===== src/rtl/aes_stream_driver.sv =====
// Byte-serial sequencer for the S-box stream cipher: issues key/new_msg/in_valid
// per byte, captures out_flag results into a small valid/ready result FIFO.
module aes_stream_driver #(
  parameter int GAP_CYCLES = 1,
  parameter int TIMEOUT    = 15,
  parameter int DEPTH      = 4
) (
  input  logic       clk,
  input  logic       rst,
  input  logic       msg_start,
  input  logic [7:0] msg_key,
  input  logic       s_valid,
  input  logic [7:0] s_data,
  input  logic       s_last,
  output logic       s_ready,
  output logic       new_msg,
  output logic [7:0] key,
  output logic       in_valid,
  output logic [7:0] in,
  input  logic       out_flag,
  input  logic [7:0] out,
  output logic       m_valid,
  output logic [7:0] m_data,
  output logic       m_last,
  input  logic       m_ready,
  output logic       busy,
  output logic       err
);

  localparam int AW = $clog2(DEPTH);
  localparam logic [7:0] TIMEOUT_C = 8'(TIMEOUT);
  localparam logic [3:0] GAP_C = 4'(GAP_CYCLES);

  typedef enum logic [2:0] {
    S_IDLE  = 3'd0,
    S_KEY   = 3'd1,
    S_FETCH = 3'd2,
    S_ISSUE = 3'd3,
    S_WAIT  = 3'd4,
    S_GAP   = 3'd5,
    S_DRAIN = 3'd6
  } state_t;

  state_t      state_q, state_d;
  logic [7:0]  key_q, key_d;
  logic [7:0]  in_q, in_d;
  logic        last_q, last_d;
  logic [7:0]  tcnt_q, tcnt_d;
  logic [3:0]  gcnt_q, gcnt_d;
  logic        err_q, err_d;
  logic        new_msg_q, new_msg_d;
  logic        in_valid_q, in_valid_d;
  logic        s_ready_q, s_ready_d;
  logic        busy_q, busy_d;
  logic [AW:0] wr_ptr_q, wr_ptr_d;
  logic [AW:0] rd_ptr_q, rd_ptr_d;
  logic [8:0]  mem_q [DEPTH];

  logic fifo_push, fifo_pop, fifo_wr, fifo_empty, fifo_full, full_d, hs;

  assign fifo_empty = (wr_ptr_q == rd_ptr_q);
  assign fifo_full  = (wr_ptr_q[AW] != rd_ptr_q[AW]) &&
                      (wr_ptr_q[AW-1:0] == rd_ptr_q[AW-1:0]);
  assign hs = s_valid && s_ready_q;

  // Next-state, datapath and FIFO pointer computation
  always_comb begin
    state_d   = state_q;
    key_d     = key_q;
    in_d      = in_q;
    last_d    = last_q;
    tcnt_d    = tcnt_q;
    gcnt_d    = gcnt_q;
    err_d     = err_q;
    fifo_push = 1'b0;
    case (state_q)
      S_IDLE: begin
        if (msg_start) begin
          key_d   = msg_key;
          err_d   = 1'b0;
          state_d = S_KEY;
        end else begin
          state_d = S_IDLE;
        end
      end
      S_KEY: state_d = S_FETCH;
      S_FETCH: begin
        if (hs) begin
          in_d    = s_data;
          last_d  = s_last;
          state_d = S_ISSUE;
        end else begin
          state_d = S_FETCH;
        end
      end
      S_ISSUE: begin
        tcnt_d  = 8'd0;
        state_d = S_WAIT;
      end
      S_WAIT: begin
        // A result on the final allowed cycle still wins over the timeout
        if (out_flag) begin
          fifo_push = 1'b1;
          gcnt_d    = 4'd0;
          if (GAP_C != 4'd0) begin
            state_d = S_GAP;
          end else begin
            state_d = last_q ? S_IDLE : S_FETCH;
          end
        end else if ((tcnt_q + 8'd1) == TIMEOUT_C) begin
          err_d   = 1'b1;
          state_d = last_q ? S_IDLE : S_DRAIN;
        end else begin
          tcnt_d = tcnt_q + 8'd1;
        end
      end
      S_GAP: begin
        if (gcnt_q == (GAP_C - 4'd1)) begin
          state_d = last_q ? S_IDLE : S_FETCH;
        end else begin
          gcnt_d = gcnt_q + 4'd1;
        end
      end
      S_DRAIN: begin
        if (hs && s_last) begin
          state_d = S_IDLE;
        end else begin
          state_d = S_DRAIN;
        end
      end
      default: state_d = S_IDLE;
    endcase

    fifo_pop = m_ready && !fifo_empty;
    fifo_wr  = fifo_push && (!fifo_full || fifo_pop);
    wr_ptr_d = wr_ptr_q + {{AW{1'b0}}, fifo_wr};
    rd_ptr_d = rd_ptr_q + {{AW{1'b0}}, fifo_pop};
    full_d   = (wr_ptr_d[AW] != rd_ptr_d[AW]) &&
               (wr_ptr_d[AW-1:0] == rd_ptr_d[AW-1:0]);

    s_ready_d  = ((state_d == S_FETCH) && !full_d) || (state_d == S_DRAIN);
    new_msg_d  = (state_d == S_KEY);
    in_valid_d = (state_d == S_ISSUE);
    busy_d     = (state_d != S_IDLE);
  end

  // State, output and FIFO registers
  always_ff @(posedge clk or posedge rst) begin
    if (rst) begin
      state_q    <= S_IDLE;
      key_q      <= 8'h00;
      in_q       <= 8'h00;
      last_q     <= 1'b0;
      tcnt_q     <= 8'd0;
      gcnt_q     <= 4'd0;
      err_q      <= 1'b0;
      new_msg_q  <= 1'b0;
      in_valid_q <= 1'b0;
      s_ready_q  <= 1'b0;
      busy_q     <= 1'b0;
      wr_ptr_q   <= '0;
      rd_ptr_q   <= '0;
      for (int i = 0; i < DEPTH; i++) begin
        mem_q[i] <= 9'h000;
      end
    end else begin
      state_q    <= state_d;
      key_q      <= key_d;
      in_q       <= in_d;
      last_q     <= last_d;
      tcnt_q     <= tcnt_d;
      gcnt_q     <= gcnt_d;
      err_q      <= err_d;
      new_msg_q  <= new_msg_d;
      in_valid_q <= in_valid_d;
      s_ready_q  <= s_ready_d;
      busy_q     <= busy_d;
      wr_ptr_q   <= wr_ptr_d;
      rd_ptr_q   <= rd_ptr_d;
      if (fifo_wr) begin
        mem_q[wr_ptr_q[AW-1:0]] <= {out, last_q};
      end
    end
  end

  assign s_ready  = s_ready_q;
  assign new_msg  = new_msg_q;
  assign key      = key_q;
  assign in_valid = in_valid_q;
  assign in       = in_q;
  assign busy     = busy_q;
  assign err      = err_q;
  assign m_valid  = !fifo_empty;
  assign m_data   = m_valid ? mem_q[rd_ptr_q[AW-1:0]][8:1] : 8'h00;
  assign m_last   = m_valid ? mem_q[rd_ptr_q[AW-1:0]][0] : 1'b0;

endmodule


===== config.mk =====
export PLATFORM = sky130hd
export DESIGN_NAME = aes_stream_driver
export DESIGN_NICKNAME = d
export VERILOG_FILES = /design/src/rtl/aes_stream_driver.sv
export SDC_FILE = /design/constraint.sdc
export NUM_CORES = 1
export LEC_CHECK = 0
export CAP_MARGIN = 20
export CORE_ASPECT_RATIO = 1.5
export CORE_MARGIN = 4
export CORE_UTILIZATION = 50
export DETAILED_ROUTE_END_ITERATION = 10
export PLACE_DENSITY = 0.84
export SKIP_LAST_GASP = 1
export SYNTH_ARGS = -nofsm -noshare
export SYNTH_HDL_FRONTEND = slang
export SYNTH_SLANG_ARGS = --single-unit

===== constraint.sdc =====
create_clock -name clk -period 6.8 [get_ports clk]
set_clock_uncertainty 0.05 [all_clocks]
set_input_delay 1.02 -clock clk [delete_from_list [all_inputs] [get_ports clk]]
set_output_delay 1.02 -clock clk [all_outputs]
set_load 0.05 [all_outputs]

==> results by stage <==
Floorplanning:
- The die is between 70 and 80 µm wide.
- The vertical die dimension is 114 µm.
- The area enclosed by the die boundary is about 0.009 mm².
- For this design the top-level I/O count stands at between 60 and 70.
- The count of standard-cell rows is 38.
- The area inside the core boundary is between 0.007 and 0.008 mm².
- The initial utilization of the core area, before any placement, comes to 0.515.

Hold path:
- The class of the most critical hold timing path is flip-flop to flip-flop.

Timing:
- The number of max-slew violations in the final report came to 0.
- The count of final hold-check violations is 0.
- For this run, the top clock speed supported by timing is around 0.26 GHz.
- The worst pin sits at a relative slew slack of 0.372.
- The slew of the pin with the lowest slew margin is ~0.94 ns.
- Dividing the final minimum period by the clock period gives 0.576.
- The shortest clock period the worst path allows after layout is a little under 4 ns.
- The setup TNS is 0 ns.
- Setup violations remaining at the end of the flow were counted as 0.
- Setup repair after global routing left no endpoint under its margin.

Global routing:
- The wire length of the first global-routing pass is 12900 µm.
- The total overflow reported by the global router is 0.
- The total global-route track usage is 0.186.
- The maximum number of pins on one net before global-route repair is 80.
- The number of antenna violations at the first check in global routing was 0.
- The via count of the first global-routing pass is between 2000 and 3000.

Power and ir drop:
- The share of total power dissipated in the clock network is 0.161.
- The net switching power figure is approximately 1.0 mW.
- The largest vdd supply drop is between 0.0003 and 0.0004 V.
- The internal portion of the total power is 1.45 mW.
- The part of the power in combinational logic is 0.500.
- The leakage power summed over all cells is around 2 nW.
- In this run the power density over the cells is between 500 and 600 mW/mm².
- Of the total power, the share spent switching nets is 0.420.
- The sequential share of power is 0.339.

Synth:
- The async set-reset flop share out of synthesis is 1.00.
- Of the total synthesized cell area, the portion taken by full adders, half adders and majority gates is 0.0267.
- The xor and xnor fraction of the mapped netlist area is 0.0347.
- For this run, the number of Yosys warnings is 0.
- Among all cell types in the netlist, the one instantiated most often is sky130_fd_sc_hd__dfrtp_1.
- Of the synthesized area, sequential elements account for 0.527.
- In this run the mean area of a mapped cell was 12.9 µm².
- The share of synthesized area in the top cell type comes to 0.527.
- The main flop type after synthesis is sky130_fd_sc_hd__dfrtp_1.
- After synthesis, the share of cell area in mux cells is 0.207.
- Sorting the synthesized cells by area gives the leading types as sky130_fd_sc_hd__dfrtp_1, sky130_fd_sc_hd__mux2_2, sky130_fd_sc_hd__mux4_2, sky130_fd_sc_hd__mux2_1, sky130_fd_sc_hd__ha_1.
- Of the total synthesized cell area, the portion taken by AND, OR, NAND and NOR gates is 0.123.
- The library cell with the largest summed area after synthesis is sky130_fd_sc_hd__dfrtp_1.
- The cell count after synthesis is 290.
- The fraction of the mapped netlist area in compound gates is 0.0541.
- The number of flops mapped to enable cells by yosys is 0.
- The number of synthesized register bits is about 80.
- By count the netlist is led by sky130_fd_sc_hd__dfrtp_1, sky130_fd_sc_hd__mux2_2, sky130_fd_sc_hd__nand3_1.
- By area, the combinational part of the netlist is dominated by multiplexers.
- Counting distinct cell types in the post-synthesis netlist gives 49.
- Summing every instance area after synthesis gives ~0.0037 mm².
- The net count after synthesis is 329.

Drt:
- The first-pass iteration count of the detailed router is 4.
- The final wirelength is 7580 µm.
- The total number of vias is about 2500.
- After detailed routing, the number of vias per cell comes to around 5.5.
- For this run, design rule violations remaining after detail routing come to 0.
- The detailed router finished its first iteration with slightly above 100 violations.
- The final routed wire length divided by cell count is ~17 µm.
- The count of nets left with antenna violations once routing finished came out at 0.

CTS:
- Counting the buffers created by CTS gives 9.
- TritonCTS built the clock tree.
- The hold buffer count at CTS is 0.
- The H-tree was split into 3 levels.
- Gates resized during post-CTS repair numbered 0.
- The clock-pin transition on the worst setup and hold timing paths is 0.08 ns.
- The root buffer cell chosen for the clock tree is sky130_fd_sc_hd__clkbuf_8.
- Clock tree synthesis found a total of 79 sinks.
- Clock latency on the worst-skew pair, taken at its later pin, is around 0.35 ns.
- Post-CTS timing repair inserted 0 buffers for setup.
- No sink is reached through more buffers than the 2 on the longest clock path.

Finish:
- Measured on the finished design, the core utilization comes to 0.643.
- The number of inserted filler cells in the final layout is 570.
- Relative to the synthesized area, the layout overhead comes to 24.9%.
- The final layout contains ~400 nets.
- The number of antenna diodes in the final layout is 0.
- The proportion of layout cells with a drive suffix above 1 is 0.224.

Placement:
- The HPWL after detailed placement is roughly 5500 µm.
- The count of buffers from port buffering is 61.
- At the end of routability-driven placement, the weighted congestion stood at 0.842.

Worst setup path:
- Along the worst path, the maximum fanout reaches 11.
- The category of the worst setup path capture point is an output port.
- The kind of start point of the critical path is a flip-flop.
- The category of the most critical setup path is flip-flop to output port.
- Data on the critical path arrives at its endpoint at about 2.9 ns.
- For the worst setup path, the data required time is 5.73 ns.

Run:
- The max-cap violation count is 0.

Run status:
- The run finished with clean final reports.
[worst max-delay path: stages (launching register included)]
cell and delay (ns):
sky130_fd_sc_hd__dfrtp_1 0.72, sky130_fd_sc_hd__xnor2_1 0.24, sky130_fd_sc_hd__nand2_1 0.09, sky130_fd_sc_hd__nor2_1 0.59
sky130_fd_sc_hd__nor2b_1 0.13, sky130_fd_sc_hd__clkdlybuf4s50_1 0.73
[cells by family after synthesis]
| kind of cell | after synthesis |
|---|---|
| adder cells (fa/ha/maj) | 8 |
| AND/OR/NAND/NOR | 81 |
| multiplexers | 60 |
| XOR/XNOR | 14 |
| buffers and inverters | 23 |
| flip-flops | 79 |
| AO/OA/AOI/OAI | 25 |
[cells in the final DEF, fill, tap and decap left out, types with 9 or more instances in the layout]
master | synthesis | final
sky130_fd_sc_hd__mux4_2 | 9 | 9
sky130_fd_sc_hd__o21ai_0 | 9 | 9
sky130_fd_sc_hd__mux2_2 | 42 | 42
sky130_fd_sc_hd__nor2_1 | 10 | 10
sky130_fd_sc_hd__inv_1 | 11 | 10
sky130_fd_sc_hd__nor2b_1 | 11 | 11
sky130_fd_sc_hd__nand2_1 | 13 | 13
sky130_fd_sc_hd__mux2_1 | 9 | 9
sky130_fd_sc_hd__clkbuf_8 | 0 | 9
sky130_fd_sc_hd__dfrtp_1 | 79 | 79
sky130_fd_sc_hd__clkdlybuf4s50_1 | 0 | 61
sky130_fd_sc_hd__nand3_1 | 19 | 19
[power by group through the flow]
stage	Clock [mW]	Combinational, mW	Sequential (mW)
after floorplan	0	0.779	0.957
after global placement	0	1.22	0.844
after detailed placement	0	1.25	0.857
after CTS	0.413	1.26	0.848
after global routing	0.433	1.33	0.880
final	0.403	1.25	0.845
[per-layer routing]
| layer | up-vias | routed length [µm] | global-route usage |
|---|---|---|---|
| met2 | 80 | 4080 | 0.322 |
| met4 | 0 | 163 | 0.0747 |
| met5 | - | 0 | 0 |
| met3 | 14 | 400 | 0.0616 |
| li1 | 1170 | - | - |
| met1 | 1238 | 2940 | 0.211 |
[stage by stage]
step | worst slack, ns | hold slack (ns) | cells | cell area, µm² | total power, mW
4_1_cts | 2.80 | 0.440 | 456 | 4670 | 2.52
5_1_grt | 2.67 | 0.472 | 457 | 4680 | 2.64
6_report | 2.88 | 0.439 | 457 | 4680 | 2.50
3_3_place_gp | 3.24 | 0.415 | 441 | 4450 | 2.06
2_1_floorplan | 3.71 | 0.395 | 290 | 3750 | 1.74
3_5_place_dp | 3.15 | 0.423 | 441 | 4450 | 2.11
[final cells by class]
type	count	area, µm²	area share
clock inverters	4	95.1	0.0203
multi-input cells	188	1680	0.358
repair buffers	64	633	0.135
well taps	100	125	0.0267
inverters	11	41.3	0.00882
flip-flops and latches	79	1980	0.422
clock buffers	11	131	0.0281
[final timing paths]
check | startpoint | to | slack (ns) | cells past startpoint
worst min-delay path | mem_q[0] | mem_q[0] | 0.44 | 2
worst max register to register | rd_ptr_q[0] | s_ready | 3.39 | 10
min in group asynchronous | rst | busy | 1.24 | 3
worst max-delay path | rd_ptr_q[0] | m_data[1] | 2.88 | 5
worst min register to register | mem_q[0] | mem_q[0] | 0.44 | 2
max in group asynchronous | rst | mem_q[4] | 4.87 | 3
[state kept, by name (all words and copies together) (netlist names)]
name      flops
gcnt_q        4
tcnt_q        8
err           1
new_msg       1
busy          1
rd_ptr_q      3
s_ready       1
in_valid      1
in            8
state_q       3
wr_ptr_q      3
key           8
last_q        1
mem_q        36
Power figures use the tool's default switching activity.
